==> config.mk <==
export PLATFORM = sky130hd
export DESIGN_NAME = pwm_output
export DESIGN_NICKNAME = d
export VERILOG_FILES = /design/src/rtl/pwm_output_pkg.sv /design/src/rtl/pwm_output.sv
export SDC_FILE = /design/constraint.sdc
export NUM_CORES = 1
export LEC_CHECK = 0
export CAP_MARGIN = 5
export CORE_UTILIZATION = 52
export DETAILED_ROUTE_END_ITERATION = 8
export PLACE_DENSITY = 0.79
export SYNTH_ARGS = -nofsm -noshare
export SYNTH_HDL_FRONTEND = slang
export SYNTH_SLANG_ARGS = --single-unit
==> constraint.sdc <==
create_clock -name Clk -period 4.35 [get_ports Clk]
set_input_delay 0.87 -clock Clk [delete_from_list [all_inputs] [get_ports Clk]]
set_output_delay 0.87 -clock Clk [all_outputs]
set_load 0.05 [all_outputs]
==> src/rtl/pwm_output_pkg.sv <==
// Shared sample-path constants and helpers for the PWM output stage.
// Mirrors the SAMPLE_W / midscale definitions used by the interpolator.
package pwm_output_pkg;

  localparam int SAMPLE_W     = 16;
  localparam int CNT_BITS_MIN = 4;
  localparam int CNT_BITS_MAX = 12;

  // Midscale duty for a counter of the given width: half of 2^bits.
  function automatic int midscale(input int bits);
    return 1 << (bits - 1);
  endfunction

  // Signed two's complement to offset binary: flip the sign bit.
  function automatic logic [SAMPLE_W-1:0] offset_binary(input logic signed [SAMPLE_W-1:0] s);
    return {~s[SAMPLE_W-1], s[SAMPLE_W-2:0]};
  endfunction

endpackage

==> src/rtl/pwm_output.sv <==
// Error-feedback PWM pin driver: one sample per 2^CNT_BITS period, duty shows from the cycle after the load edge.
// No backpressure; sample_tick paces upstream, inputs are only sampled on the load edge (cnt at max).
module pwm_output
  import pwm_output_pkg::*;
#(
  parameter int CNT_BITS = 8
) (
  input  logic                       Clk,
  input  logic                       Reset,
  input  logic signed [SAMPLE_W-1:0] pwm_value,
  input  logic                       mute,
  output logic                       pwm_out,
  output logic                       sample_tick,
  output logic [CNT_BITS:0]          duty_dbg
);

  localparam int ERR_W = SAMPLE_W - CNT_BITS;

  localparam logic [CNT_BITS-1:0] CNT_ONE  = CNT_BITS'(1);
  localparam logic [CNT_BITS-1:0] CNT_MAX  = '1;
  localparam logic [CNT_BITS-1:0] CNT_ZERO = '0;
  localparam logic [CNT_BITS:0]   DUTY_MID = (CNT_BITS+1)'(midscale(CNT_BITS));

  if (CNT_BITS < CNT_BITS_MIN || CNT_BITS > CNT_BITS_MAX) begin : g_bad_cnt_bits
    $error("pwm_output: CNT_BITS must be in 4..12");
  end

  logic [CNT_BITS-1:0] cnt;
  logic [CNT_BITS-1:0] cnt_nxt;
  logic [CNT_BITS:0]   duty;
  logic [CNT_BITS:0]   duty_nxt;
  logic [ERR_W-1:0]    err;
  logic [ERR_W-1:0]    err_nxt;
  logic [SAMPLE_W-1:0] u;
  logic [SAMPLE_W:0]   sum;
  logic                load;
  logic                pwm_nxt;
  logic                tick_nxt;

  // Offset-binary sample plus carried residual; 17 bits so the add never wraps.
  always_comb begin
    u   = offset_binary(pwm_value);
    sum = {1'b0, u} + {{(SAMPLE_W + 1 - ERR_W){1'b0}}, err};
  end

  always_comb begin
    cnt_nxt  = cnt + CNT_ONE;
    load     = (cnt == CNT_MAX);
    duty_nxt = duty;
    err_nxt  = err;
    if (load) begin
      if (mute) begin
        duty_nxt = DUTY_MID;
        err_nxt  = '0;
      end else begin
        duty_nxt = sum[SAMPLE_W:ERR_W];
        err_nxt  = sum[ERR_W-1:0];
      end
    end
  end

  // Compare on next-state values so the pin comes straight off a flop.
  always_comb begin
    pwm_nxt  = ({1'b0, cnt_nxt} < duty_nxt);
    tick_nxt = (cnt_nxt == CNT_ZERO);
  end

  always_ff @(posedge Clk) begin
    if (Reset) begin
      cnt         <= '0;
      duty        <= DUTY_MID;
      err         <= '0;
      pwm_out     <= 1'b0;
      sample_tick <= 1'b0;
    end else begin
      cnt         <= cnt_nxt;
      duty        <= duty_nxt;
      err         <= err_nxt;
      pwm_out     <= pwm_nxt;
      sample_tick <= tick_nxt;
    end
  end

  assign duty_dbg = duty;

endmodule

After elaboration in Yosys (flattened, before gate mapping)
Cells that the tools add are included.
{"block": "totals", "memories": 0, "output_inout_bits": 11, "elab_cells": 14, "rom_bits": 0, "ramBits": 0, "latch_bits": 0, "ff_bits": 27, "inputBits": 19}
{"block": "classes", "n_eq_ne": 1, "order_cmp": 1, "n_shift": 0, "bitwise_logic": 1, "n_mux": 3, "reduce_logical": 1, "div": 0, "addsub": 2, "mul": 0}
{"operator": "9-bit two-way mux", "n": 2}
{"operator": "16-bit by 8-bit adder with 17-bit output", "n": 1}
{"operator": "8-bit by 9-bit less-than comparator with 1-bit output", "n": 1}
{"operator": "8-bit by 1-bit adder with 8-bit output, second input constant", "n": 1}
{"operator": "8-bit equality test, second input constant", "n": 1}
{"operator": "8-bit zero test", "n": 1}
{"operator": "8-bit two-way mux", "n": 1}
{"operator": "1-bit NOT", "n": 1}

Logic depth before layout (Yosys ltp)
Gate-level depths: netlist of run 1.
{"block": "depth", "word_depth": 5, "ltp_mapped": 15, "mapped_depth_nobuf": 15}

Worst setup path before layout of run 1
OpenSTA, ideal clock, no wires.
{"block": "synth_path", "path_type": "input port to flip-flop", "from": "input port pwm_value[0]", "to": "register pwm_out", "arrival_ns": 3.586, "path_buffers": 0, "setup_time_ns": 0.114, "cell_stages": 15, "required_time_ns": 4.236, "setup_slack_ns": 0.650, "cell_sequence": "ha_1 > inv_1 > fa_1 > nand2b_1 > a21oi_1 > o2111ai_1 > xnor2_1 > a22oi_1 > ha_1 > a211oi_1 > nor2_1 > o211ai_1 > a221o_1 > a31o_1 > a21o_1"}
{"block": "synth_via", "elab_chain_len": 4}
{"item": "from (decl)", "line": "pwm_output.sv:10", "text": "input logic signed [SAMPLE_W-1:0] pwm_value,"}
{"item": "16-bit by 8-bit adder with 17-bit output", "line": "pwm_output.sv:43", "text": "sum = {1'b0, u} + {{(SAMPLE_W + 1 - ERR_W){1'b0}}, err};"}
{"item": "9-bit two-way mux", "line": "pwm_output.sv:52", "text": "if (mute) begin"}
{"item": "9-bit two-way mux", "line": "pwm_output.sv:51", "text": "if (load) begin"}
{"item": "8-bit by 9-bit less-than comparator with 1-bit output", "line": "pwm_output.sv:64", "text": "pwm_nxt = ({1'b0, cnt_nxt} < duty_nxt);"}
{"item": "to (signal assigned)", "line": "pwm_output.sv:79", "text": "pwm_out <= pwm_nxt;"}
{"item": "to (decl)", "line": "pwm_output.sv:12", "text": "output logic pwm_out,"}
No other way between the ends.
A chain may end at the register's enable or synchronous reset.

Final worst setup path of run 1
Same ends and word-level chain as after synthesis.

==> key figures, run 1 <==
Routing
  • Violation count after the first detailed-route iteration: 97
  • Average routed wire per standard cell: 14.4 µm
  • Detailed-router iteration count before antenna repair: 4
  • DRC violations left: 0
  • Final wirelength: 4.00 mm
  • DR vias/cell: around 5.7
  • Remaining antenna violation count: 0
  • Number of vias in the routed layout: approximately 1600

Floorplanning
  • Die area: 0.00352 mm²
  • Die Width: 59.4 µm
  • Number of placement rows: 20
  • Floorplan die height: roughly 59 µm
  • Starting density of the core: 0.556
  • Standard cell core area: around 0.0031 mm²
  • Number of top-level design ports: 30

Hold path
  • Path class of the lowest-slack min-delay path: register to register
  • Startpoint of the worst hold path: err[5]$_SDFFE_PP0N_

Timing
  • RSZ-0062 raised after global routing: false
  • Setup violations, final: 0
  • Hold violation count in the final report: 0
  • Highest Clock Rate: 0.245 GHz
  • Max-slew violation count: 0
  • Minimum clock period after layout: between 4000 and 5000 ps
  • Final Cycle Share: 0.939
  • Slew at the pin closest to its max-slew limit: ~520 ps
  • Max transition margin: 0.651
  • Final Skew: 6.44 ps

Synth
  • Distinct cell type count of the synthesized netlist: 45
  • Share of Yosys cell area claimed by the top area cell type: 0.316
  • Leading cell type by number of instances after synthesis: sky130_fd_sc_hd__dfxtp_1
  • Synth Cell Area: 0.00171 mm²
  • FFs w/ async S/R, synth: 0
  • Cell types with the highest counts after synthesis: 27 x sky130_fd_sc_hd__dfxtp_1, 22 x sky130_fd_sc_hd__nor2_1, 16 x sky130_fd_sc_hd__ha_1, 14 x sky130_fd_sc_hd__a21oi_1, 13 x sky130_fd_sc_hd__nand2_1
  • Flip-flop cell with the highest count after synthesis: sky130_fd_sc_hd__dfxtp_1
  • Sequential cell area fraction in the yosys report: 0.316
  • Post-Synthesis Net Count: roughly 240
  • Number of flops mapped to enable cells by yosys: 0
  • Synthesized netlist cell count: 203
  • Synth area leader: sky130_fd_sc_hd__dfxtp_1
  • Leading post-synthesis cells by cell area: sky130_fd_sc_hd__dfxtp_1 32%, sky130_fd_sc_hd__ha_1 12%, sky130_fd_sc_hd__nor2_1 4.8%, sky130_fd_sc_hd__a21oi_1 4.1%, sky130_fd_sc_hd__xor2_1 4.1%
  • Synth Register Bits: 27
  • Warnings, synthesis: 0
  • Per-instance average area after synthesis: 8.43 µm²

Place
  • Input/output buffers: 29
  • Detailed placer's ending HPWL: 3.06 mm
  • # placed instances: 274
  • Placer congestion estimate: 0.874

Clock tree
  • Deepest level of the CTS H-tree: 1
  • Clock-pin slew on the worst setup and hold paths: 150 ps
  • Clock tree from TritonCTS: built
  • CTS buffer count: 3
  • Post-CTS sizing: 0
  • Max Root-Sink Buffers: 2
  • Buffer type at the clock tree root: sky130_fd_sc_hd__clkbuf_4
  • CTS Sinks: 27
  • Post-CTS setup-driven buffer insertion count: 0
  • Clk Latency, worst-skew pair: 330 ps
  • Hold bufs inserted after CTS: 0

Setup path
  • Critical Path Fanout Max: 4
  • Cell occurring most often along the worst timing path: sky130_fd_sc_hd__ha_1
  • Critical Path AT: ~4300 ps
  • Critical path type: input pin to register
  • Critical Path Max Stage Delay: approximately 460 ps
  • Slack of the worst reg-to-reg path: 900 ps
  • Critical path launch point: pwm_value[0]
  • Startpoint types: input pin
  • Reg-to-reg critical path startpoint: err[0]$_SDFFE_PP0N_
  • Cell at the slowest stage of the critical path: sky130_fd_sc_hd__clkdlybuf4s50_1
  • Capturing element type of the critical path: register
  • Cell breakdown of the critical path: clkdlybuf4s50_1 > ha_1 > inv_1 > fa_1 > nand2b_1 > a21oi_1 > o2111ai_1 > xnor2_1 > a22oi_1 > ha_1 > a211oi_1 > nor2_1 > o211ai_1 > a221o_1 > a31o_1 > a21o_1
  • Required time at the endpoint of the critical path: between 4000 and 5000 ps

Run status
  • Run status: finished, final reports clean

Layout
  • Number of standard cells in the final layout excluding fillers: 278
  • Number of nets in the final layout: 271
  • Finished Core Util: 0.679
  • Area Overhead vs Synth: 22.2%
  • Fraction of final layout cells with drive strength greater than 1: 0.0598
  • Number of diodes added for antenna fixing: 0

Power and ir drop
  • PwrDens: 206 mW/mm²
  • Worst-case vdd ir drop: 188 µV
  • Static Leakage: 0.000853 µW

Global route
  • Antenna violations before repair: 0
  • Total grt overflow: 0
  • Maximum number of pins on one net before global-route repair: 30
  • Global-route wire length before repair: between 6 and 7 mm
  • GRT Total Usage: 0.256
  • Via count of the first global-routing pass: ~1600

Run
  • # Max-Cap Violations: 0
==> final cells by class <==
type                            instances  area, µm²
Multi-Input combinational cell        160       1110
Fill cell                             268        987
Sequential cell                        27        541
Timing Repair Buffer                   34        328
Tap cell                               44       55.1
Inverter                                9       33.8
Clock buffer                            4       26.3
==> metrics by stage <==
step	hold slack [ps]	setup WS, ps	instance area [µm²]	setup TNS (ps)	power (µW)
5_1_grt	513	44.5	2090	0	448
3_5_place_dp	464	-76.2	2060	-76.2	324
4_1_cts	484	270	2090	0	431
6_report	477	264	2090	0	431
2_1_floorplan	430	650	1710	0	293
3_3_place_gp	443	3.55	2060	0	321
==> cells in the final DEF (no fill, tap or decap), drive strengths merged, types with 2 or more instances in the layout <==
| cell type | Yosys | routed |
|---|---|---|
| xor2 | 8 | 8 |
| clkdlybuf4s50 | 0 | 29 |
| nand3b | 2 | 2 |
| nor2 | 23 | 23 |
| nand2 | 13 | 13 |
| inv | 9 | 9 |
| o21ai | 7 | 7 |
| a31o | 2 | 2 |
| o21bai | 2 | 2 |
| a211oi | 3 | 3 |
| o2111ai | 3 | 3 |
| nor3 | 6 | 6 |
| dfxtp | 27 | 27 |
| and2 | 4 | 4 |
| o21a | 3 | 3 |
| ha | 16 | 16 |
| buf | 3 | 5 |
| xnor2 | 6 | 6 |
| a21oi | 14 | 14 |
| nor4 | 5 | 5 |
| nor3b | 2 | 2 |
| and3 | 3 | 3 |
| a32oi | 2 | 2 |
| nand3 | 5 | 5 |
| nor2b | 4 | 4 |
| nand2b | 4 | 4 |
| a22oi | 4 | 4 |
| or3 | 4 | 4 |
| o211ai | 2 | 2 |
| clkbuf | 4 | 4 |
| a21o | 5 | 5 |
==> report_power, final <==
part	switching, µW	internal (µW)	total [µW]	leakage [µW]
registers	2.63	250	253	0.000218
clock network	75.4	35.9	111	0.0000150
logic	33.1	33.4	66.5	0.000620
==> routing by layer <==
layer / GRT usage / share of wire / vias to the layer above
met2: 0.448 / 0.48 / 42
li1: - / - / 792
met1: 0.321 / 0.46 / 746
met3: 0.0240 / 0.049 / 6
met5: 0 / 0 / -
met4: 0.102 / 0.013 / 0
==> sequential cells by signal, indices dropped and copies added, names as in the netlist <==
signal	count
cnt	8
err	8
duty_dbg	9
sample_tick	1
pwm_out	1
==> path summary, 6_finish.rpt <==
check,end,cells after the start
max,pwm_out$_SDFF_PP0_,16
min reg2reg,err[5]$_SDFFE_PP0N_,2
max reg2reg,pwm_out$_SDFF_PP0_,15
min,err[5]$_SDFFE_PP0N_,2
==> critical path: cells and delay by family <==
family	cells	cell delay, ps
xor gates and xnor gates	1	180
and+or+nand+nor	2	330
adders and majority gates	3	910
buffers and inverters	2	520
AOI/OAI and AO/OA	8	1490
==> cells by family (layout without fill, tap and decap cells) <==
logic type | Yosys count | after routing | share of synthesized area
AND/OR/NAND/NOR | 78 | 78 | 0.238
adder cells (fa/ha/maj) | 17 | 17 | 0.129
AO/OA/AOI/OAI | 49 | 49 | 0.197
XOR/XNOR | 14 | 14 | 0.0717
buffers and inverters | 16 | 47 | 0.0366
multiplexers | 2 | 2 | 0.0124
flip-flops | 27 | 27 | 0.316
Power figures use the tool's default switching activity.
==> inputs of run 2 (changes only) <==
- CORE_MARGIN: default -> 2
- clock period: 4.35 -> 4.3 ns (I/O delays scaled with it)
==> run 2 against run 1 <==
Worst hold slack better by 3.6 ps. Largest power group unchanged. Clock skew rose by 2.2 ps. Critical path type unchanged. Highest routed layer unchanged. Sequential share of layout area fell by 0.15 points. Largest cell class unchanged.
==> key figures, run 2 (same netlist as run 1, synthesis figures left out) <==
Timing
  • Max transition margin: 0.658
  • Highest Clock Rate: 0.252 GHz
  • Max-slew violation count: 0
  • Setup violations, final: 0
  • Final Cycle Share: 0.922
  • RSZ-0062 raised after global routing: false
  • Minimum clock period after layout: 3970 ps
  • Final Skew: 8.67 ps
  • Setup TNS: 0 ps
  • Worst setup margin: 335 ps
  • Hold violation count in the final report: 0
  • Final worst hold slack: 480 ps
  • Slew at the pin closest to its max-slew limit: approximately 500 ps

Run
  • # Max-Cap Violations: 0

Clock tree
  • CTS Sinks: 27
  • Clock-pin slew on the worst setup and hold paths: 150 ps
  • Max Root-Sink Buffers: 2
  • Clk Latency, worst-skew pair: 330 ps
  • Hold bufs inserted after CTS: 0
  • Deepest level of the CTS H-tree: 1
  • Clock tree from TritonCTS: built
  • Buffer type at the clock tree root: sky130_fd_sc_hd__clkbuf_4
  • CTS buffer count: 3

Setup path
  • Critical Path AT: 4220 ps
  • Critical Path Fanout Max: 4
  • Slack of the worst reg-to-reg path: 940 ps
  • Destination of the worst register-to-register timing path: pwm_out$_SDFF_PP0_
  • Critical path type: input pin to register
  • Reg-to-reg critical path startpoint: cnt[0]$_SDFF_PP0_
  • Startpoint types: input pin
  • Worst-case reg-to-reg path depth: 14
  • Required time at the endpoint of the critical path: 4550 ps
  • Capturing element type of the critical path: register

Place
  • Input/output buffers: 29
  • Detailed placer's ending HPWL: 2.97 mm
  • Placer congestion estimate: 0.856
  • Worst setup slack before clock tree synthesis: -93.9 ps

Hold path
  • Path class of the lowest-slack min-delay path: register to register
  • Startpoint of the worst hold path: err[5]$_SDFFE_PP0N_
  • Hold Crit Depth: 2
  • Hold Path End: err[5]$_SDFFE_PP0N_

Routing
  • Violation count after the first detailed-route iteration: 83
  • Number of vias in the routed layout: 1587
  • Average routed wire per standard cell: 14.1 µm
  • Final wirelength: 3.94 mm
  • Detailed-router iteration count before antenna repair: 4
  • DR vias/cell: 5.69
  • Remaining antenna violation count: 0
  • DRC violations left: 0

Power and ir drop
  • Part of the total power dissipated in sequential elements: 0.587
  • Switching Fraction: 0.262
  • PwrDens: between 200 and 250 mW/mm²
  • Combinational group share of total power: 0.153
  • Static Leakage: 0.000860 µW
  • Share of total power in the clock network: 0.260
  • Reported net switching power: approximately 110 µW
  • Worst-case vdd ir drop: ~130 µV
  • Internal power: approximately 320 µW

Global route
  • Total grt overflow: 0
  • GRT Total Usage: 0.225
  • Maximum number of pins on one net before global-route repair: 30
  • Antenna violations before repair: 0
  • Global-route wire length before repair: ~6.4 mm
  • Via count of the first global-routing pass: 1493

Floorplanning
  • Die area: between 0.003 and 0.004 mm²
  • Die Width: 61.4 µm
  • Starting density of the core: 0.551
  • Floorplan die height: between 60 and 70 µm
  • Number of top-level design ports: 30
  • Number of placement rows: 20
  • Standard cell core area: 0.00310 mm²

Layout
  • Flip-flop count of the largest register, all copies and words added: 9
  • Most frequent standard cell in the layout excluding fill and tap cells: sky130_fd_sc_hd__clkdlybuf4s50_1
  • Number of diodes added for antenna fixing: 0
  • Top library cells by usage in the layout, fill and taps aside: 29 x sky130_fd_sc_hd__clkdlybuf4s50_1, 27 x sky130_fd_sc_hd__dfxtp_1, 22 x sky130_fd_sc_hd__nor2_1, 16 x sky130_fd_sc_hd__ha_1
  • Number of nets in the final layout: 272
  • Fraction of final layout cells with drive strength greater than 1: 0.0723
  • Area Overhead vs Synth: 23.0%

Run status
  • Run status: finished, final reports clean
[run 2: cell count changes in the layout (fill, tap and decap cells not counted)]
cell / change
sky130_fd_sc_hd__a21oi_1: -1
sky130_fd_sc_hd__clkbuf_1: -1
sky130_fd_sc_hd__clkinv_2: +1
sky130_fd_sc_hd__a21oi_2: +1
sky130_fd_sc_hd__buf_4: +1
[run 2: layer usage]
layer	track usage	wire (µm)	up-vias
li1	-	-	794
met1	0.286	1840	750
met2	0.395	1880	36
met3	0.0336	169	7
met4	0.0638	47	0
met5	0	0	-
[run 2: timing repair]
action                                  in CTS  in global routing
endpoints found under the setup margin       0                  1
resized for setup                            0                  1
setup buffers                                0                  0
[run 2: power groups by stage]
stage          logic, µW  clock network [µW]  registers [µW]
6_report            66.9                 113             256
5_1_grt             73.5                 123             256
4_1_cts             66.4                 114             256
3_5_place_dp        65.6                   0             261
3_3_place_gp        63.9                   0             261
2_1_floorplan       33.7                   0             262
[run 2: how the worst max path moves through the flow]
stage	endpoint	start	cells after the start	slack [ps]
floorplan	pwm_out$_SDFF_PP0_	pwm_value[0]	15	610
global placement	pwm_out$_SDFF_PP0_	pwm_value[0]	16	-20
detailed placement	pwm_out$_SDFF_PP0_	pwm_value[0]	16	-90
CTS	pwm_out$_SDFF_PP0_	pwm_value[0]	16	250
global route	pwm_out$_SDFF_PP0_	pwm_value[0]	16	80
finish	pwm_out$_SDFF_PP0_	pwm_value[0]	16	330
[run 2: through the flow]
step | utilization | power (µW) | cell area, µm² | cells
6_report | 0.678 | 436 | 2100 | 279
5_1_grt | 0.678 | 453 | 2100 | 279
3_3_place_gp | 0.668 | 325 | 2070 | 275
4_1_cts | 0.677 | 436 | 2100 | 279
2_1_floorplan | - | 296 | 1710 | 203
3_5_place_dp | 0.668 | 327 | 2070 | 275
[run 2: critical path: stages]
cell                              delay (ps)
sky130_fd_sc_hd__clkdlybuf4s50_1         460
sky130_fd_sc_hd__ha_1                    190
sky130_fd_sc_hd__inv_1                    60
sky130_fd_sc_hd__fa_1                    390
sky130_fd_sc_hd__nand2b_1                190
sky130_fd_sc_hd__a21oi_2                 200
sky130_fd_sc_hd__o2111ai_1               170
sky130_fd_sc_hd__xnor2_1                 180
sky130_fd_sc_hd__a22oi_1                 110
sky130_fd_sc_hd__ha_1                    330
sky130_fd_sc_hd__a211oi_1                 70
sky130_fd_sc_hd__nor2_1                  180
sky130_fd_sc_hd__o211ai_1                120
sky130_fd_sc_hd__a221o_1                 350
sky130_fd_sc_hd__a31o_1                  180
sky130_fd_sc_hd__a21o_1                  170
[run 2: layout make-up]
class                      instances  area [µm²]
multi-input combinational        160        1110
fill                             291        1000
sequential                        27         541
timing repair buffer              35         335
tap                               44        55.1
inverter                           9        33.8
clock buffer                       3        22.5
clock inverter                     1        5.00
